<file path="src/rtl/alu_mul_sequencer.sv">
// Shift-add multiply sequencer that borrows the shared ALU's ADDU operation
// one bit per cycle, arbitrating the ALU away from the EX-stage pipeline.
//
// Ports:
//   clk_i, rst_i             clock, synchronous active-high reset
//   start_i                  launch a multiply (sampled in IDLE only)
//   mul_src1_i, mul_src2_i   multiplicand, multiplier
//   pipe_src1_i/src2_i/ctrl_i  EX-stage ALU request
//   pipe_gnt_o, busy_o       pipeline owns ALU / pipeline must stall
//   alu_src1_o/src2_o/ctrl_o ALU request, alu_result_i ALU answer
//   done_o, result_o         one-cycle done pulse, low WIDTH product bits
module alu_mul_sequencer #(
  parameter int         WIDTH      = 32,
  parameter logic [3:0] ADDU_CTRL  = 4'd4,
  parameter bit         EARLY_EXIT = 1'b1
) (
  input  logic             clk_i,
  input  logic             rst_i,
  input  logic             start_i,
  input  logic [WIDTH-1:0] mul_src1_i,
  input  logic [WIDTH-1:0] mul_src2_i,
  input  logic [WIDTH-1:0] pipe_src1_i,
  input  logic [WIDTH-1:0] pipe_src2_i,
  input  logic [3:0]       pipe_ctrl_i,
  output logic             pipe_gnt_o,
  output logic             busy_o,
  output logic [WIDTH-1:0] alu_src1_o,
  output logic [WIDTH-1:0] alu_src2_o,
  output logic [3:0]       alu_ctrl_o,
  input  logic [WIDTH-1:0] alu_result_i,
  output logic             done_o,
  output logic [WIDTH-1:0] result_o
);

  typedef enum logic [1:0] {
    IDLE = 2'd0,
    RUN  = 2'd1,
    DONE = 2'd2
  } state_t;

  localparam logic [5:0] LAST_STEP = 6'(WIDTH - 1);

  state_t           state_q;
  state_t           state_d;
  logic [WIDTH-1:0] acc_q;
  logic [WIDTH-1:0] mcand_q;
  logic [WIDTH-1:0] mplier_q;
  logic [WIDTH-1:0] result_q;
  logic [5:0]       step_q;

  logic [WIDTH-1:0] acc_nxt;
  logic [WIDTH-1:0] mplier_shr;
  logic             last_step;

  // Accumulate only when the current multiplier bit is set.
  assign acc_nxt    = mplier_q[0] ? alu_result_i : acc_q;
  assign mplier_shr = mplier_q >> 1;
  assign last_step  = (step_q == LAST_STEP) ||
                      (EARLY_EXIT && (mplier_shr == '0));

  always_ff @(posedge clk_i) begin
    if (rst_i) begin
      state_q <= IDLE;
    end else begin
      state_q <= state_d;
    end
  end

  always_comb begin
    state_d = state_q;
    unique case (state_q)
      IDLE:    if (start_i) state_d = RUN;
      RUN:     if (last_step) state_d = DONE;
      DONE:    state_d = IDLE;
      default: state_d = IDLE;
    endcase
  end

  always_comb begin
    pipe_gnt_o = 1'b1;
    busy_o     = 1'b0;
    done_o     = 1'b0;
    alu_src1_o = pipe_src1_i;
    alu_src2_o = pipe_src2_i;
    alu_ctrl_o = pipe_ctrl_i;
    unique case (state_q)
      IDLE: ;
      RUN: begin
        pipe_gnt_o = 1'b0;
        busy_o     = 1'b1;
        alu_src1_o = acc_q;
        alu_src2_o = mcand_q;
        alu_ctrl_o = ADDU_CTRL;
      end
      DONE: begin
        pipe_gnt_o = 1'b0;
        busy_o     = 1'b1;
        done_o     = 1'b1;
      end
      default: ;
    endcase
  end

  always_ff @(posedge clk_i) begin
    if (rst_i) begin
      acc_q    <= '0;
      mcand_q  <= '0;
      mplier_q <= '0;
      step_q   <= '0;
      result_q <= '0;
    end else begin
      unique case (state_q)
        IDLE: begin
          if (start_i) begin
            acc_q    <= '0;
            mcand_q  <= mul_src1_i;
            mplier_q <= mul_src2_i;
            step_q   <= '0;
          end
        end
        RUN: begin
          acc_q    <= acc_nxt;
          mcand_q  <= mcand_q << 1;
          mplier_q <= mplier_shr;
          step_q   <= step_q + 6'd1;
          // Capture includes the final accumulate of this cycle.
          if (last_step) result_q <= acc_nxt;
        end
        default: ;
      endcase
    end
  end

  assign result_o = result_q;

endmodule
</file>
<file path="config.mk">
export PLATFORM = sky130hd
export DESIGN_NAME = alu_mul_sequencer
export DESIGN_NICKNAME = d
export VERILOG_FILES = /design/src/rtl/alu_mul_sequencer.sv
export SDC_FILE = /design/constraint.sdc
export NUM_CORES = 1
export LEC_CHECK = 0
export CAP_MARGIN = 20
export CORE_UTILIZATION = 48
export DETAILED_ROUTE_END_ITERATION = 10
export PLACE_DENSITY = 0.86
export SYNTH_ARGS = -nofsm -noshare
export SYNTH_HDL_FRONTEND = slang
export SYNTH_SLANG_ARGS = --single-unit
</file>
<file path="constraint.sdc">
create_clock -name clk_i -period 2.75 [get_ports clk_i]
set_input_delay 0.55 -clock clk_i [delete_from_list [all_inputs] [get_ports clk_i]]
set_output_delay 0.55 -clock clk_i [all_outputs]
set_load 0.02 [all_outputs]
</file>
==> results.yml, run 1 <==
outcome:
  status: "finished clean"
grt:
  grt_overflow_total: 0
  grt_usage_pct: 27.0
  grt_pass1_vias: 6235
  grt_antenna_before_repair: 0
  grt_max_degree: 67
  grt_pass1_wl_um: 31900
place:
  placed_cell_area_sq_um: 9820
  port_buffers: 269
  dp_hpwl_um: 14300
  gp_congestion: 0.787
floorplanning:
  die_y_um: 123
  boundaryPins: 270
  coreArea_sq_um: 14500
  initial_utilization_pct: 48.9
  die_w_um: 123
  rows: 44
  dieArea_sq_um: 15200
clocking:
  cts.sinks: 136
  cts_buffer_depth: 2
  cts_tree: "yes"
  worstSkewPairLatency_ns: 0.42
  path_clk_slew_ns: 0.05
  cts_max_level: 4
  cts_root_buffer: "clkbuf_16"
  cts_made_buffers: 17
  post_cts_buffers: 0
drt:
  dr.pass1.iters: 5
  wl_met3_um: 1480
  viasPerCell: 5.63
  drc_errors: 0
  via_count: 6658
  ant_nets: 0
  wl_per_cell_um: 17.7
  drt-initial-drc-count: 514
  top_layer: "met4"
  route.met2.wl_um: 10200
  met1Wirelength_um: 8850
  routed_wl_um: 20900
final_layout:
  drive_gt1_share_pct: 16.0
  design_area_sq_um: 10400
  antenna_cells: 0
  area_delta_synth_final_pct: 46.6
  fin_util_pct: 71.7
  nNetsFinal: 1157
timing:
  max_freq_mhz: 378
  fin_tns_setup_ns: 0
  skew_ns: 0.0118
  relSlewSlack_pct: 61.8
  setup_violations: 0
  layout_min_cycle_time_ns: 2.65
  fin_crit_sh_pct: 96.2
  hold_violations: 0
  worstMarginPinSlew_ns: 0.573
  worst_hold_slack_ns: 0.484
  rsz0062_at_grt: "false"
  slew_violations: 0
worst_hold_path:
  hold_class: "flip-flop to flip-flop"
  hold_path_depth: 2
  min-delay-start: "step_q[5]$_SDFFE_PP0P_"
worst_setup_path:
  critPathMaxFanout: 22
  r2r_start: "state_q[1]$_SDFFE_PP0P_"
  ff2ff_setup_slack_ns: 0.61
  cp-startpoint: "state_q[1]$_SDFFE_PP0P_"
  end_kind: "primary output"
  worstSetupPathType: "flip-flop to primary output"
  critPathRequiredTime_ns: 2.20
  r2r_cells: 9
  cp.arrival_ns: 2.10
  start_kind: "flip-flop"
synth:
  syn_area_per_cell_sq_um: 9.42
  ys_seq_area_share_pct: 38.5
  netlist_area_sq_um: 7080
  postSynthCellCount: 752
  synth_edf_count: 0
  ys_warn_count: 0
  synth-seq-cells: 136
  synth_nets: 923
  synthFlopType: "dfxtp_1"
  ys_types: 40
  synthArstFlopShare_pct: 0
power:
  p_per_area_nw_per_um2: 565
  leakagePower_nw: 3.87
  max-vdd-ir-drop_uv: 409
job:
  max-cap-violations: 0
## cell families after synthesis
kind of cell    Yosys count  share of synthesized area [%]
compound gates          206                           22.0
xor+xnor                  3                          0.371
fa+ha+maj                 4                          0.707
buf+inv                  82                           6.06
flops                   136                           38.5
mux                     127                           19.1
simple gates            194                           13.3
## worst max-delay path: stages, from the launching register on
cell             delay [ns]
dfxtp_1                0.35
inv_1                  0.09
ha_4                   0.21
buf_16                 0.18
or2_2                  0.30
clkdlybuf4s50_1        0.54
## cell usage in the layout (no fill, tap or decap), types with 6 or more instances in the layout
master / instances
a211oi_1: 35
buf_4: 20
mux2i_1: 63
a22oi_1: 32
a21oi_1: 40
o21ai_0: 32
nand3b_1: 30
nor2_1: 133
clkdlybuf4s50_1: 204
dfxtp_1: 135
nand2_1: 6
a211oi_2: 30
a2111oi_0: 30
clkbuf_16: 18
dlygate4sd2_1: 59
mux2_2: 64
## flip-flops by register name (all words and copies together), names as in the netlist
name,flops
mplier_q,32
step_q,6
result_o,32
state_q,2
acc_q,32
mcand_q,32
## timing repair
action                                 in CTS  in global routing
hold buffers                                0                  0
setup endpoints to repair                  64                  6
endpoints found under the hold margin       0                  0
gates cloned                                0                  1
gates resized for setup                    61                  5
## cells in the mapped netlist (2+ instances only)
library cell | number | area, sq um
a2111oi_0 | 30 | 263
a211oi_1 | 35 | 263
a211oi_2 | 30 | 375
a21oi_1 | 40 | 200
a22oi_1 | 32 | 240
buf_1 | 6 | 22.5
buf_12 | 4 | 80.1
buf_2 | 27 | 135
buf_6 | 3 | 33.8
clkbuf_1 | 37 | 139
dfxtp_1 | 136 | 2720
ha_1 | 4 | 50.1
inv_1 | 5 | 18.8
mux2_2 | 64 | 721
mux2i_1 | 63 | 631
nand2_1 | 6 | 22.5
nand3_1 | 2 | 10.0
nand3b_1 | 30 | 225
nand4_1 | 3 | 18.8
nor2_1 | 133 | 499
nor2b_1 | 3 | 18.8
nor3_1 | 2 | 10.0
nor4_1 | 3 | 18.8
nor4_2 | 3 | 37.5
o21ai_0 | 32 | 160
o21ai_1 | 2 | 10.0
or3_1 | 2 | 12.5
xor2_1 | 3 | 26.3
## where the power goes
part	leakage, nW	internal (mW)	switching (mW)
logic	2.47	0.705	0.688
clock network	0.283	1.40	0.821
registers	1.11	2.10	0.146
## per-layer routing
layer,up-vias,track usage [%]
met5,-,0
met4,0,8.13
met3,26,7.20
met2,234,45.6
met1,3156,33.5
li1,3242,-
## through the flow
| stage | total power, mW | worst slack, ns | std cells |
|---|---|---|---|
| floorplan | 3.09 | 0.661 | 752 |
| global placement | 3.71 | 0.397 | 1150 |
| finish | 5.86 | 0.105 | 1182 |
| global route | 6.12 | 0.00292 | 1182 |
| detailed placement | 3.74 | 0.378 | 1150 |
| CTS | 5.88 | -0.0401 | 1181 |
## path summary, 6_finish.rpt
path | end
hold reg to reg | step_q[5]$_SDFFE_PP0P_
hold / removal | step_q[5]$_SDFFE_PP0P_
setup reg to reg | acc_q[13]$_SDFFE_PP0P_
setup / recovery | alu_ctrl_o[2]
## layout make-up
cell class / instances / area (sq um)
tap: 184 / 230
clock buffer: 23 / 478
timing repair buffer: 292 / 2870
multi-input combinational: 534 / 3960
fill: 1102 / 4100
inverter: 5 / 18.8
clock inverter: 8 / 96.3
sequential: 136 / 2720
No activity file was read; power rests on OpenSTA's default activity.
==> run 2: changes to the inputs <==
--- a/config.mk
+++ b/config.mk
@@ -7,8 +7,9 @@
 export LEC_CHECK = 0
 export CAP_MARGIN = 20
 export CORE_UTILIZATION = 48
+export CTS_BUF_LIST = sky130_fd_sc_hd__clkbuf_16
 export DETAILED_ROUTE_END_ITERATION = 10
-export PLACE_DENSITY = 0.86
+export PLACE_DENSITY_LB_ADDON = 0.08
 export SYNTH_ARGS = -nofsm -noshare
 export SYNTH_HDL_FRONTEND = slang
 export SYNTH_SLANG_ARGS = --single-unit
==> run 2 against run 1 <==
Against the previous run: critical path depth stayed put; final cell count shrank 0.25%; die area unchanged; total power up 0.53%; combinational power about the same; global-route usage is 0.50 points lower; setup slack is essentially flat; register-to-register slack lost 0.25 ns; clock skew down 0.0042 ns; sequential share of layout area is essentially flat; worst hold slack better by 0.033 ns; fmax about the same; critical endpoint is now alu_ctrl_o[1]; largest cell class unchanged.
==> results.yml, run 2 (synthesis gave the netlist of run 1 again) <==
timing:
  max_freq_mhz: 378
  relSlewSlack_pct: 54.5
  worstMarginPinSlew_ns: 0.680
  layout_min_cycle_time_ns: 2.65
  hold_violations: 0
  skew_ns: 0.00759
  fin_tns_setup_ns: 0
  setup_violations: 0
  slew_violations: 0
  fin_crit_sh_pct: 96.2
  rsz0062_at_grt: "false"
clocking:
  cts_root_buffer: "clkbuf_16"
  path_clk_slew_ns: 0.06
  worstSkewPairLatency_ns: 0.41
  cts.sinks: 136
  ctsHoldBuffers: 0
  cts_tree: "yes"
  cts_made_buffers: 17
  cts_max_level: 4
  cts_buffer_depth: 2
drt:
  ant_nets: 0
  viasPerCell: 5.65
  drt-initial-drc-count: 508
  drc_errors: 0
  wl_per_cell_um: 17.4
  top_layer: "met4"
  dr.pass1.iters: 5
  route.met2.wl_um: 10300
  routed_wl_um: 20500
  wl_met3_um: 1270
  via_count: 6666
  met1Wirelength_um: 8670
worst_setup_path:
  slowest_delay_ns: 0.61
  slowest_stage: "clkdlybuf4s50_1"
  worstSetupPathType: "flip-flop to primary output"
  end_kind: "primary output"
  critPathRequiredTime_ns: 2.20
  start_kind: "flip-flop"
  cp.arrival_ns: 2.10
  path_cells: "inv_1 > ha_4 > buf_16 > nor2b_1 > clkdlybuf4s50_1"
  critPathMaxFanout: 54
floorplanning:
  rows: 44
  die_w_um: 123
  die_y_um: 123
  dieArea_sq_um: 15200
  boundaryPins: 270
  coreArea_sq_um: 14500
  initial_utilization_pct: 48.9
grt:
  grt_overflow_total: 0
  grt_pass1_vias: 6323
  grt_antenna_before_repair: 0
  grt_max_degree: 61
  grt_pass1_wl_um: 31600
  grt_usage_pct: 26.5
power:
  p_clk_share_pct: 38.2
  max-vdd-ir-drop_uv: 351
  finalPower_mw: 5.89
  sw_frac_of_total_pct: 28.5
  pwr-share-comb_pct: 23.6
  p_per_area_nw_per_um2: 568
  p_int_mw: 4.21
  seqPwrFrac_pct: 38.1
  p_switching_mw: 1.68
  leakagePower_nw: 3.93
job:
  max-cap-violations: 0
final_layout:
  layout_common_cells: "203 x clkdlybuf4s50_1, 135 x dfxtp_1, 133 x nor2_1"
  antenna_cells: 0
  area_delta_synth_final_pct: 46.5
  nNetsFinal: 1153
  final_common_cell: "clkdlybuf4s50_1"
  drive_gt1_share_pct: 15.9
outcome:
  status: "finished clean"
worst_hold_path:
  hold_class: "flip-flop to flip-flop"
place:
  dp_hpwl_um: 14100
  gp_congestion: 0.770
  port_buffers: 269
[run 2: metrics by stage]
| stage | worst slack [ns] | utilization, % | hold slack, ns | cells | area (sq um) |
|---|---|---|---|---|---|
| global route | 0.00243 | 71.7 | 0.536 | 1179 | 10400 |
| CTS | -0.00524 | 71.4 | 0.511 | 1179 | 10300 |
| global placement | 0.357 | 67.7 | 0.463 | 1147 | 9800 |
| detailed placement | 0.165 | 67.7 | 0.495 | 1147 | 9800 |
| finish | 0.104 | 71.7 | 0.517 | 1179 | 10400 |
| floorplan | 0.661 | - | 0.454 | 752 | 7080 |
[run 2: final cells by class]
class                           instances  area (sq um)
Clock buffer                           17           425
Clock inverter                         15           161
Fill cell                            1140          4100
Inverter                                5          18.8
Multi-Input combinational cell        534          3960
Sequential cell                       136          2720
Tap cell                              184           230
Timing Repair Buffer                  288          2860
[run 2: layer usage]
metal  global-route usage (%)  vias to the layer above
li1                         -                     3237
met5                        0                        -
met4                     8.66                        0
met3                     5.07                       21
met2                     46.3                      226
met1                     32.6                     3182
[run 2: power by group through the flow]
stage | Sequential, mW | Combinational [mW] | Clock [mW]
floorplan | 2.23 | 0.861 | 0
global placement | 2.28 | 1.41 | 0
detailed placement | 2.29 | 1.46 | 0
CTS | 2.24 | 1.40 | 2.28
global route | 2.26 | 1.51 | 2.37
finish | 2.25 | 1.39 | 2.25
[run 2: what timing repair did]
| item | CTS | global route |
|---|---|---|
| setup endpoints to repair | 50 | 15 |
| resized for setup | 52 | 15 |
| setup buffers | 0 | 0 |
| hold endpoints to repair | 0 | 0 |
[run 2: path summary, 6_finish.rpt]
kind	from	end	slack [ns]	cells past startpoint
setup / recovery	state_q[1]$_SDFFE_PP0P_	alu_ctrl_o[1]	0.10	5
hold / removal	mplier_q[26]$_SDFFE_PP0P_	mplier_q[26]$_SDFFE_PP0P_	0.52	2
setup reg to reg	state_q[1]$_SDFFE_PP0P_	step_q[5]$_SDFFE_PP0P_	0.36	8
hold reg to reg	mplier_q[26]$_SDFFE_PP0P_	mplier_q[26]$_SDFFE_PP0P_	0.52	2
[run 2: critical path: cells and delay by family (launching register included)]
kind | cells | cell delay [ns]
adders and majority gates | 1 | 0.22
buffers and inverters | 3 | 0.93
and+or+nand+nor | 1 | 0.16
DFF | 1 | 0.36
